$ cat src/rtl/instr_fetch.sv
// Instruction fetch stage: PC, credit-limited imem requests, {pc, instr} FIFO.
// Optional IFETCH_PERF_EN adds a stall_cycles counter port.
module instr_fetch #(
  parameter logic [31:0] RESET_PC = 32'h0000_0000,
  parameter int          DEPTH    = 4
) (
  input  logic        clk,
  input  logic        rst_n,
  output logic        imem_req,
  output logic [31:0] imem_addr,
  input  logic        imem_ready,
  input  logic        imem_rvalid,
  input  logic [31:0] imem_rdata,
  input  logic        redirect,
  input  logic [31:0] redirect_pc,
  output logic        instr_valid,
  output logic [31:0] instr,
  output logic [31:0] instr_pc,
`ifdef IFETCH_PERF_EN
  output logic [31:0] stall_cycles,
`endif
  input  logic        instr_ready
);

  localparam int AW = $clog2(DEPTH);
  localparam int CW = AW + 1;
  localparam logic [31:0] NOP = 32'h0000_0013;

  logic [31:0]   fetch_pc;
  logic [31:0]   resp_pc;
  logic [31:0]   pc_mem  [DEPTH];
  logic [31:0]   ins_mem [DEPTH];
  logic [AW-1:0] wr_ptr;
  logic [AW-1:0] rd_ptr;
  logic [CW-1:0] count;
  logic [CW-1:0] outst;
  logic [CW-1:0] drop;
  logic [CW:0]   used;
  logic [31:0]   new_pc;
  logic          accept;
  logic          resp;
  logic          push;
  logic          pop;
  logic          unused;

  assign unused    = ^redirect_pc[1:0];
  assign new_pc    = {redirect_pc[31:2], 2'b00};
  assign used      = {1'b0, count} + {1'b0, outst};
  // Credit counts in-flight requests so a response always has a slot.
  assign imem_req  = !redirect && (used < (CW+1)'(DEPTH));
  assign imem_addr = fetch_pc;
  assign accept    = imem_req && imem_ready;
  assign resp      = imem_rvalid && (outst != '0);
  assign push      = resp && (drop == '0) && !redirect;
  assign pop       = instr_valid && instr_ready && !redirect;

  assign instr_valid = (count != '0);
  assign instr       = instr_valid ? ins_mem[rd_ptr] : NOP;
  assign instr_pc    = instr_valid ? pc_mem[rd_ptr] : 32'h0;

  always_ff @(posedge clk) begin
    if (push) begin
      pc_mem[wr_ptr]  <= resp_pc;
      ins_mem[wr_ptr] <= imem_rdata;
    end
  end

  always_ff @(posedge clk or negedge rst_n) begin
    if (!rst_n) begin
      fetch_pc <= {RESET_PC[31:2], 2'b00};
      resp_pc  <= {RESET_PC[31:2], 2'b00};
      wr_ptr   <= '0;
      rd_ptr   <= '0;
      count    <= '0;
      outst    <= '0;
      drop     <= '0;
    end else begin
      outst <= outst + CW'(accept) - CW'(resp);
      if (redirect) begin
        fetch_pc <= new_pc;
        resp_pc  <= new_pc;
        wr_ptr   <= '0;
        rd_ptr   <= '0;
        count    <= '0;
        drop     <= outst - CW'(resp);
      end else begin
        if (accept)
          fetch_pc <= fetch_pc + 32'd4;
        if (push) begin
          wr_ptr  <= wr_ptr + AW'(1);
          resp_pc <= resp_pc + 32'd4;
        end
        if (pop)
          rd_ptr <= rd_ptr + AW'(1);
        count <= count + CW'(push) - CW'(pop);
        if (resp && (drop != '0))
          drop <= drop - CW'(1);
      end
    end
  end

`ifdef IFETCH_PERF_EN
  always_ff @(posedge clk or negedge rst_n) begin
    if (!rst_n)
      stall_cycles <= '0;
    else if (instr_ready && !instr_valid && (stall_cycles != '1))
      stall_cycles <= stall_cycles + 32'd1;
  end
`endif

endmodule

$ cat config.mk
export PLATFORM = sky130hd
export DESIGN_NAME = instr_fetch
export DESIGN_NICKNAME = d
export VERILOG_FILES = /design/src/rtl/instr_fetch.sv
export SDC_FILE = /design/constraint.sdc
export NUM_CORES = 1
export LEC_CHECK = 0
export CORE_MARGIN = 2
export CORE_UTILIZATION = 45
export CTS_CLUSTER_DIAMETER = 200
export DETAILED_ROUTE_END_ITERATION = 7
export DONT_BUFFER_PORTS = 1
export PLACE_DENSITY_LB_ADDON = 0.05
export SYNTH_ARGS = -nofsm -noshare
export SYNTH_HDL_FRONTEND = slang
export SYNTH_SLANG_ARGS = --single-unit
$ cat constraint.sdc
create_clock -name clk -period 3.06 [get_ports clk]
set_input_delay 0.459 -clock clk [delete_from_list [all_inputs] [get_ports clk]]
set_output_delay 0.459 -clock clk [all_outputs]
set_load 0.01 [all_outputs]
==> impl_metrics.yaml <==
floorplan:
  die_w_um: 178
  fp.dieArea_mm2: 0.0317
  row_count: 63
  ios: 168
  fp.dieH_um: 178
  core_area_mm2: 0.0297
  start_util_pct: 45.9
synthesis:
  yosysUniqueCellTypes: 49
  syn_area_per_cell_um2: 16.5
  synth_compound_area_share_pct: 3.17
  synth_xor_area_share_pct: 3.08
  yosys_warnings: 0
  ys_seq_area_share_pct: 68.0
  synth-simple-area-share_pct: 9.63
  synthFlopType: "edfxtp_1"
  synth_top_family_by_area: "multiplexers"
  synthAdderAreaFrac_pct: 1.76
  syn_inst: 828
  synth-edff-count: 248
  ys_async_sr_fraction_pct: 22.7
  syn-cell-area_mm2: 0.0136
  synth_seq_cells: 321
  synth_mux_area_share_pct: 12.3
worst_setup_path:
  crit_arrival_ps: 3290
  path_max_fanout: 4
  critPathLaunchType: "flip-flop"
  cp.required_ps: 3490
  end_kind: "flip-flop"
  crit_type: "flip-flop to flip-flop"
finish:
  multi_input_area_mm2: 0.00411
  area_growth_pct: 12.8
  regArea_mm2: 0.00928
  mostFrequentLayoutCell: "edfxtp_1"
  layout_common_cells: "edfxtp_1, dfrtp_1, mux4_2, and2_1, clkbuf_16"
  insertedDiodeCount: 0
  post-route-util_pct: 51.8
  fin_nets: 937
  drive_above_1_share_pct: 20.5
  finalInstanceArea_mm2: 0.0154
  fillers: 2396
sta:
  report.final.slew_viol_count: 0
  fin_tns_setup_ps: 0
  fin_ws_ps: 202
  hold_viol: 0
  fmax_ghz: 0.350
  skew_ps: 8.13
  worst_pin_slew_ps: 679
  maxSlewHeadroom_pct: 54.4
  rsz0062_at_grt: "false"
  layout_min_cycle_time_ps: 2860
  finalCritPeriodShare_pct: 93.4
  setup_viol_count_final: 0
clocking:
  path_clk_slew_ps: 50
  insertion_delay_ps: 510
  htree_num_levels: 2
  clockRootBuffer: "clkbuf_16"
  clock-sinks: 321
  cts_tree: "built"
  numCtsBuffers: 36
  max-clock-path-buffers: 3
detailed_routing:
  drc_errors: 0
  routed_wirelength_um: 28100
  avgRoutedWirePerCell_um: 22.2
  num_vias: 7155
  dr.pass1.iters: 4
  dr.first_iter.drc_count: 391
  ant_nets: 0
  via_per_inst: 5.66
power:
  powerDensity_mw_per_mm2: 768
  ir_worst_vdd_uv: 508
  p_leak_nw: 5.20
  total_power_mw: 11.8
global_routing:
  grt_use_total_pct: 18.1
  grt_antenna_before_repair: 0
  grt_max_degree: 74
  grt_pass1_vias: 7567
  grt_pass1_wl_um: 43300
  overflow: 0
job:
  drv_cap: 0
placed_design:
  io_buffers: 0
  globalplace.congestion: 0.837
  place_ws_ps: 204
  dp_hpwl_um: 18000
  placed_cell_area_mm2: 0.0142
outcome:
  status: "finished, final reports clean"
worst_hold_path:
  min_path_type: "input pin to flip-flop"
[synth_stat cells, types with 12 or more instances]
library cell  instances  area [um2]
xnor2_1              27         236
nor3_1               13        65.1
nor2_1               22        82.6
mux2_2               24         270
nand2_1              32         120
dfrtp_1              73        1830
nand4_1              12        75.1
inv_1                24        90.1
ha_1                 16         200
edfxtp_1            248        7450
clkbuf_1             22        82.6
and3_1               13        81.3
mux4_2               62        1400
buf_2                12        60.1
nand3_1              29         145
and2_1               66         413
xor2_1               21         184
o31a_1               13         114
[cell type report]
type	instances	area share (%)
inverters	24	0.585
clock inverters	17	0.983
repair buffers	22	1.98
clock buffers	47	6.32
multi-input cells	444	26.7
well taps	390	3.17
flip-flops and latches	321	60.3
[routing by layer]
layer	vias up	wire, um	GRT usage [%]
li1	3210	-	-
met1	3684	12100	23.7
met2	225	13400	29.9
met3	36	2210	5.22
met4	0	422	4.58
met5	-	0	0
[worst max-delay path, stage by stage, from the launching register on]
cell and delay, ps:
dfrtp_1 440, ha_1 310, or4b_4 590, nor3_2 150, inv_1 80, ha_1 270, inv_1 50, ha_1 120
inv_1 40, fa_1 370, xnor2_1 200, xnor2_1 140
[flip-flops by register name (all words and copies together), names as in the netlist]
name       flops
ins_mem      128
pc_mem       120
imem_addr     30
resp_pc       30
count          3
drop           3
outst          3
rd_ptr         2
wr_ptr         2
[worst paths after layout]
kind	depth (start not counted)	from	endpoint	slack [ps]
min in group asynchronous	2	rst_n	imem_addr[28]$_DFFE_PN0P_	490
hold reg to reg	0	resp_pc[22]$_DFFE_PN0N_	pc_mem[2][22]$_DFFE_PP_	550
hold / removal	1	redirect	wr_ptr[0]$_DFFE_PN0N_	20
max in group asynchronous	2	rst_n	rd_ptr[0]$_DFFE_PN0P_	2230
setup / recovery	11	outst[2]$_DFF_PN0_	outst[2]$_DFF_PN0_	200
setup reg to reg	11	outst[2]$_DFF_PN0_	outst[2]$_DFF_PN0_	200
[stage by stage]
| stage | cells | hold WS (ps) |
|---|---|---|
| floorplan | 831 | 163 |
| global placement | 1197 | 166 |
| detailed placement | 1197 | 165 |
| CTS | 1265 | 1.12 |
| global route | 1265 | 4.40 |
| finish | 1265 | 20.0 |
[logic make-up (layout without fill, tap and decap cells)]
group,count (synthesis),after routing
muxes,87,87
DFF,321,321
buffers and inverters,66,110
AOI/OAI and AO/OA,62,62
xor gates and xnor gates,48,48
adders and majority gates,18,18
other,1,4
and+or+nand+nor,225,225
[power by group]
group / switching (mW) / total [mW] / leakage, nW / internal (mW)
Sequential: 0.354 / 5.36 / 3.08 / 5.00
Combinational: 1.30 / 2.40 / 1.57 / 1.09
Clock: 1.65 / 4.07 / 0.549 / 2.43
[timing repair]
item	4_1_cts	5_1_grt
setup buffers	0	0
gates resized for setup	0	0
endpoints found under the hold margin	77	0
hold buffers	4	0
Power figures use the tool's default switching activity.
